<file path="config.mk">
export PLATFORM = sky130hd
export DESIGN_NAME = seg7_capture_flat
export DESIGN_NICKNAME = d
export VERILOG_FILES = /design/src/rtl/seg7_capture_if.sv /design/src/rtl/seg7_capture.sv /design/src/flat_wrapper.sv
export SDC_FILE = /design/constraint.sdc
export NUM_CORES = 1
export LEC_CHECK = 0
export BUFFER_PORTS_ARGS = -buffer_cell sky130_fd_sc_hd__buf_2
export CAP_MARGIN = 20
export CORE_ASPECT_RATIO = 0.9
export CORE_MARGIN = 5
export CORE_UTILIZATION = 24
export DETAILED_ROUTE_END_ITERATION = 16
export GPL_TIMING_DRIVEN = 0
export HOLD_SLACK_MARGIN = 0.12
export SYNTH_ARGS = -nofsm -noshare
export SYNTH_HDL_FRONTEND = slang
export SYNTH_SLANG_ARGS = --single-unit
</file>
<file path="constraint.sdc">
create_clock -name clk -period 3.3 [get_ports clk]
set_input_delay 0.165 -clock clk [delete_from_list [all_inputs] [get_ports clk]]
set_output_delay 0.165 -clock clk [all_outputs]
set_load 0.03 [all_outputs]
</file>
<file path="src/rtl/seg7_capture_if.sv">
// Report channel for seg7_capture: valid/ready handshake carrying one decoded display snapshot.
interface seg7_capture_if;
   logic        out_valid;
   logic        out_ready;
   logic [23:0] out_value;
   logic [5:0]  out_blank;
   logic [5:0]  out_error;

   modport master (
      output out_valid,
      output out_value,
      output out_blank,
      output out_error,
      input  out_ready
   );

   modport slave (
      input  out_valid,
      input  out_value,
      input  out_blank,
      input  out_error,
      output out_ready
   );
endinterface

</file>
<file path="src/rtl/seg7_capture.sv">
// seg7_capture: samples six 7-segment digit outputs, decodes them to hex nibbles and
// reports each new value over a valid/ready handshake once it has been stable for
// STABLE_CYCLES samples. Define SEG7_CAPTURE_ACTIVE_LOW_EN for active-low segments.
module seg7_capture #(
   parameter int unsigned STABLE_CYCLES = 4,
   parameter int unsigned CNT_W         = 16
) (
   input  logic             clk,
   input  logic             reset,
   input  logic [6:0]       seg7_0,
   input  logic [6:0]       seg7_1,
   input  logic [6:0]       seg7_2,
   input  logic [6:0]       seg7_3,
   input  logic [6:0]       seg7_4,
   input  logic [6:0]       seg7_5,
   seg7_capture_if.master   rpt,
   output logic [CNT_W-1:0] report_count
);

   localparam logic [7:0] StableMax = 8'(STABLE_CYCLES - 1);

   typedef enum logic [0:0] {StIdle, StPending} state_e;

   // Returns {error, blank, nibble} for one active-high gfedcba pattern.
   function automatic logic [5:0] decode_digit(input logic [6:0] pat);
      logic [5:0] r;
      r = 6'b000000;
      case (pat)
         7'h3F:   r = 6'h00;
         7'h06:   r = 6'h01;
         7'h5B:   r = 6'h02;
         7'h4F:   r = 6'h03;
         7'h66:   r = 6'h04;
         7'h6D:   r = 6'h05;
         7'h7D:   r = 6'h06;
         7'h07:   r = 6'h07;
         7'h7F:   r = 6'h08;
         7'h6F:   r = 6'h09;
         7'h77:   r = 6'h0A;
         7'h7C:   r = 6'h0B;
         7'h39:   r = 6'h0C;
         7'h5E:   r = 6'h0D;
         7'h79:   r = 6'h0E;
         7'h71:   r = 6'h0F;
         7'h00:   r = 6'b010000;
         default: r = 6'b100000;
      endcase
      return r;
   endfunction

   logic [41:0] raw_vec;
   logic [41:0] in_vec;
   logic [41:0] s_q;
   logic [7:0]  cnt_q, cnt_d;
   logic        stable;

   logic [23:0] cand_value;
   logic [5:0]  cand_blank;
   logic [5:0]  cand_error;
   logic [35:0] cand;

   state_e      state_q, state_d;
   logic        valid_q, valid_d;
   logic [23:0] value_q, value_d;
   logic [5:0]  blank_q, blank_d;
   logic [5:0]  error_q, error_d;
   logic [35:0] last_q, last_d;
   logic        last_none_q, last_none_d;
   logic [CNT_W-1:0] count_q, count_d;

   assign raw_vec = {seg7_5, seg7_4, seg7_3, seg7_2, seg7_1, seg7_0};

`ifdef SEG7_CAPTURE_ACTIVE_LOW_EN
   assign in_vec = ~raw_vec;
`else
   assign in_vec = raw_vec;
`endif

   // Stability counter: restarts whenever the incoming value differs from the sample.
   always_comb begin
      cnt_d = cnt_q;
      if (in_vec != s_q) begin
         cnt_d = 8'd0;
      end else if (cnt_q != StableMax) begin
         cnt_d = cnt_q + 8'd1;
      end
   end

   assign stable = (cnt_q == StableMax);

   // Decode the sampled display into the report candidate.
   always_comb begin
      logic [5:0] d;
      d          = 6'b000000;
      cand_value = 24'h000000;
      cand_blank = 6'b000000;
      cand_error = 6'b000000;
      for (int k = 0; k < 6; k++) begin
         d                  = decode_digit(s_q[7*k +: 7]);
         cand_value[4*k +: 4] = d[3:0];
         cand_blank[k]        = d[4];
         cand_error[k]        = d[5];
      end
   end

   assign cand = {cand_value, cand_blank, cand_error};

   // Report FSM next-state: IDLE launches a new report, PENDING waits for acceptance.
   always_comb begin
      state_d     = state_q;
      valid_d     = valid_q;
      value_d     = value_q;
      blank_d     = blank_q;
      error_d     = error_q;
      last_d      = last_q;
      last_none_d = last_none_q;
      count_d     = count_q;
      unique case (state_q)
         StIdle: begin
            if (stable && (last_none_q || (cand != last_q))) begin
               value_d = cand_value;
               blank_d = cand_blank;
               error_d = cand_error;
               valid_d = 1'b1;
               state_d = StPending;
            end
         end
         StPending: begin
            // Payload is frozen here; display changes are re-evaluated after acceptance.
            if (rpt.out_ready) begin
               last_d      = {value_q, blank_q, error_q};
               last_none_d = 1'b0;
               count_d     = count_q + 1'b1;
               valid_d     = 1'b0;
               state_d     = StIdle;
            end
         end
      endcase
   end

   // State registers with synchronous active-high reset.
   always_ff @(posedge clk) begin
      if (reset) begin
         s_q         <= '0;
         cnt_q       <= 8'd0;
         state_q     <= StIdle;
         valid_q     <= 1'b0;
         value_q     <= '0;
         blank_q     <= '0;
         error_q     <= '0;
         last_q      <= '0;
         last_none_q <= 1'b1;
         count_q     <= '0;
      end else begin
         s_q         <= in_vec;
         cnt_q       <= cnt_d;
         state_q     <= state_d;
         valid_q     <= valid_d;
         value_q     <= value_d;
         blank_q     <= blank_d;
         error_q     <= error_d;
         last_q      <= last_d;
         last_none_q <= last_none_d;
         count_q     <= count_d;
      end
   end

   assign rpt.out_valid = valid_q;
   assign rpt.out_value = value_q;
   assign rpt.out_blank = blank_q;
   assign rpt.out_error = error_q;
   assign report_count  = count_q;

endmodule

</file>
<file path="src/flat_wrapper.sv">
// flat-port wrapper written by rule: the top's interface ports become plain ports
module seg7_capture_flat 
#(
   parameter int unsigned STABLE_CYCLES = 4,
   parameter int unsigned CNT_W         = 16
)
  (clk, reset, seg7_0, seg7_1, seg7_2, seg7_3, seg7_4, seg7_5, report_count, rpt_out_valid, rpt_out_value, rpt_out_blank, rpt_out_error, rpt_out_ready);
  seg7_capture_if rpt_i ();
  input  logic clk;
  input  logic reset;
  input  logic [6:0] seg7_0;
  input  logic [6:0] seg7_1;
  input  logic [6:0] seg7_2;
  input  logic [6:0] seg7_3;
  input  logic [6:0] seg7_4;
  input  logic [6:0] seg7_5;
  output logic [CNT_W-1:0] report_count;
  output wire logic [$bits(rpt_i.out_valid)-1:0] rpt_out_valid;
  output wire logic [$bits(rpt_i.out_value)-1:0] rpt_out_value;
  output wire logic [$bits(rpt_i.out_blank)-1:0] rpt_out_blank;
  output wire logic [$bits(rpt_i.out_error)-1:0] rpt_out_error;
  input wire logic [$bits(rpt_i.out_ready)-1:0] rpt_out_ready;
  assign rpt_out_valid = rpt_i.out_valid;
  assign rpt_out_value = rpt_i.out_value;
  assign rpt_out_blank = rpt_i.out_blank;
  assign rpt_out_error = rpt_i.out_error;
  assign rpt_i.out_ready = rpt_out_ready;
  seg7_capture #(.STABLE_CYCLES(STABLE_CYCLES), .CNT_W(CNT_W)) u_core (.clk(clk), .reset(reset), .seg7_0(seg7_0), .seg7_1(seg7_1), .seg7_2(seg7_2), .seg7_3(seg7_3), .seg7_4(seg7_4), .seg7_5(seg7_5), .rpt(rpt_i), .report_count(report_count));
endmodule
</file>
==> summary.txt <==
Status -> finished, violations left
Violated checks -> setup timing
Post-layout min period -> 3.54 ns
Final clock period utilization by the worst path -> 107%
Layout overhead on the synthesized area -> 35.6%
Global placer's final weighted congestion -> 0.944
All-layer global routing usage -> 16.8%
CTS root buffer -> clkbuf_16
LEAKAGE -> 4.49 nW
Row count -> 67
Layout cell share with drive strength beyond 1 -> 25.8%
Synth Warn # -> 0
Max VDD drop -> 0.318 mV
CP Max Fanout -> 6
Crit path top cell by count -> or4_4
Max_cap viols -> 0
Final hold vios -> 0
Clock-pin slew on the worst setup and hold paths -> 0.07 ns
Core ar. -> 37200 um^2
Register bit total from synthesis -> 141
Vias in the first global route -> 9292
RSZ-0062 raised after global routing -> yes
Power Density -> 342 nW/um^2
Mapped Area -> 9050 um^2
Crit path capture type -> register
Chip Height -> 194 um
Pin count of the biggest net entering global routing -> 17
Post-route ant nets -> 0
Worst-Margin Slew -> 0.855 ns
Final setup vio count -> 21
First-pass GRT wire length -> 55.4 mm
EDFF count, synth -> 0
Syn nets -> 1211
Fmax -> 283 MHz
Clk_lat worst skew -> 0.45 ns
Average wire per cell in the routed design -> 19.8 um
Die ar. -> 41700 um^2
Die Span X -> 215 um
DRT Pass-1 Iters -> 6
Critical-path top delay cell -> or4_4
Total gr overflow -> 0
Buffers on Ports -> 96
Critical Path RT -> 3.60 ns
Async S/R FF share, synth -> 0%
TritonCTS Sinks -> 141
WHS -> 0.411 ns
DRC viols -> 0
CP Cell Sequence -> or3b_1, nor4_1, or3_4, a2111o_1, or4b_4, or4_4, or4_4, o21ai_4, a211oi_2
TritonCTS clock tree -> built
Max incr delay on CP -> 0.61 ns
Initial cell density of the core -> 24.3%
Min-Delay Path Class -> in2reg
1st-iter DRT viols -> 906
Cells after synthesis -> 1164
Skew final -> 0.0151 ns
Total CTS buffers -> 17
Diode count -> 0
Crit path kind -> reg2reg
Synth Area per Inst -> 7.78 um^2
Initial antenna violation count -> 0
Io pins -> 98
Sequential share of the synthesized area -> 31.2%
Slew Limit Fails -> 0
CP Launch Type -> register
Crit path setup slack, layout -> -0.235 ns
WL final -> 36.4 mm
Pre-CTS WS -> -1.28 ns
Relative slew slack -> 43.0%
Longest Clk Path Bufs -> 2
DP HPWL -> 26.8 mm
Mean number of vias per cell -> 5.33
Nets@finish -> 1394
Vias after detailed routing -> 9821
Crit path DAT -> 3.83 ns
CTS H-tree depth -> 4
Top_reg_cell synth -> dfxtp_1
Count of different cell masters after synthesis -> 72
-- synth_stat cells, drive strengths merged (9+ instances only) --
cell type / count / area, um^2
a32oi: 30 / 263
and3: 12 / 75.1
o22ai: 10 / 62.6
o32ai: 9 / 78.8
or4: 11 / 82.6
buf: 25 / 114
nand4b: 16 / 140
nand3: 43 / 215
or3: 13 / 81.3
xor2: 60 / 526
o211ai: 10 / 75.1
nor2b: 40 / 250
inv: 27 / 101
nor2: 73 / 274
xnor2: 26 / 228
a21oi: 69 / 345
nor3: 35 / 175
nand2: 149 / 567
nand2b: 11 / 68.8
a211oi: 15 / 113
nor4: 33 / 213
nor3b: 32 / 240
nand3b: 13 / 97.6
dfxtp: 141 / 2820
o21ai: 12 / 63.8
clkbuf: 79 / 297
mux2i: 31 / 310
nand4: 23 / 144
-- registers in the layout, summed over array words and instances, names as in the netlist --
signal                count
u_core.rpt.out_valid      1
u_core.state_q            1
u_core.last_q            36
u_core.rpt.out_error      6
u_core.cnt_q              8
u_core.last_none_q        1
u_core.rpt.out_value     24
u_core.rpt.out_blank      6
u_core.s_q               42
u_core.report_count      16
-- metal layers --
metal | vias up | global-route usage, % | wire, um
met5 | - | 0 | 0
met4 | 0 | 3.63 | 566
met3 | 38 | 4.57 | 3130
met2 | 403 | 26.3 | 16300
met1 | 4770 | 23.3 | 16400
li1 | 4610 | - | -
-- placed cells by master (no fill, tap or decap), types with 8 or more instances in the layout --
cell	n
nand2_1	146
dfxtp_1	114
buf_2	101
nor2_1	72
a21oi_1	61
xor2_1	57
dlygate4sd3_1	43
nor2b_1	40
nand3_1	39
buf_4	38
clkbuf_1	32
nor3b_1	32
a32oi_1	30
mux2i_1	30
inv_1	26
clkbuf_2	25
nor3_1	25
nand4_1	23
xnor2_1	21
dfxtp_2	20
clkbuf_16	17
nand4b_1	16
nor4_1	14
nand3b_1	13
and3_1	12
or3_1	11
nand2b_1	11
clkbuf_4	10
nor4_2	10
o211ai_1	10
nor4_4	9
buf_1	9
o22ai_1	8
and2_1	8
o21ai_0	8
-- kinds of logic after synthesis --
| family | synth area share [%] |
|---|---|
| AOI/OAI and AO/OA | 16.6 |
| muxes | 3.55 |
| and+or+nand+nor | 34.4 |
| adders and majority gates | 0.276 |
| xor gates and xnor gates | 8.32 |
| DFF | 31.2 |
| buffers and inverters | 5.65 |
-- where the power goes --
group          switching (mW)  internal, mW  leakage (nW)
clock network           0.835         0.992         0.254
logic                   0.342         0.249          3.08
registers              0.0451          1.73          1.16
total                    1.22          2.97          4.49
-- per-stage QoR --
step                      setup TNS, ns  std cells  power (mW)  utilization [%]  instance area (um^2)
final                             -1.91       1843        4.19             33.0                 12300
after global placement           -39.85       1743        2.25             27.4                 10200
after detailed placement         -41.13       1743        2.25             27.4                 10200
after floorplan                  -0.103       1164        2.09                -                  9110
after global routing              -4.14       1843        4.32             33.0                 12300
after CTS                         -3.74       1833        4.16             31.7                 11800
-- final timing paths --
path	endpoint	slack, ns	cells after the start	startpoint
worst min-delay path	u_core.rpt.out_value[4]$_SDFFE_PP0P_	0.41	5	reset
worst max register to register	u_core.rpt.out_value[15]$_SDFFE_PP0P_	-0.24	9	u_core.s_q[17]$_SDFF_PP0_
worst max-delay path	u_core.rpt.out_value[15]$_SDFFE_PP0P_	-0.24	9	u_core.s_q[17]$_SDFF_PP0_
worst min register to register	u_core.last_q[20]$_SDFFE_PP0P_	0.46	2	u_core.last_q[20]$_SDFFE_PP0P_
-- final cells by class --
cell class / instances / area [um^2]
Fill cell: 3970 / 24900
Multi-Input combinational cell: 892 / 6410
Sequential cell: 141 / 2870
Timing Repair Buffer: 175 / 1180
Tap cell: 483 / 604
Buffer: 93 / 562
Clock buffer: 22 / 454
Inverter: 27 / 101
Clock inverter: 10 / 82.6
-- critical path, delay by kind of cell (launching register included) --
family | cells | cell delay, ns
AO/OA/AOI/OAI | 3 | 0.83
flip-flops | 1 | 0.36
AND/OR/NAND/NOR | 6 | 2.18
-- timing repair --
item,4_1_cts,5_1_grt
gates resized for setup,127,131
hold buffers,43,0
endpoints found under the hold margin,43,0
setup buffers,25,11
pin swaps,24,33
endpoints found under the setup margin,38,38
No activity file was read; power rests on OpenSTA's default activity.
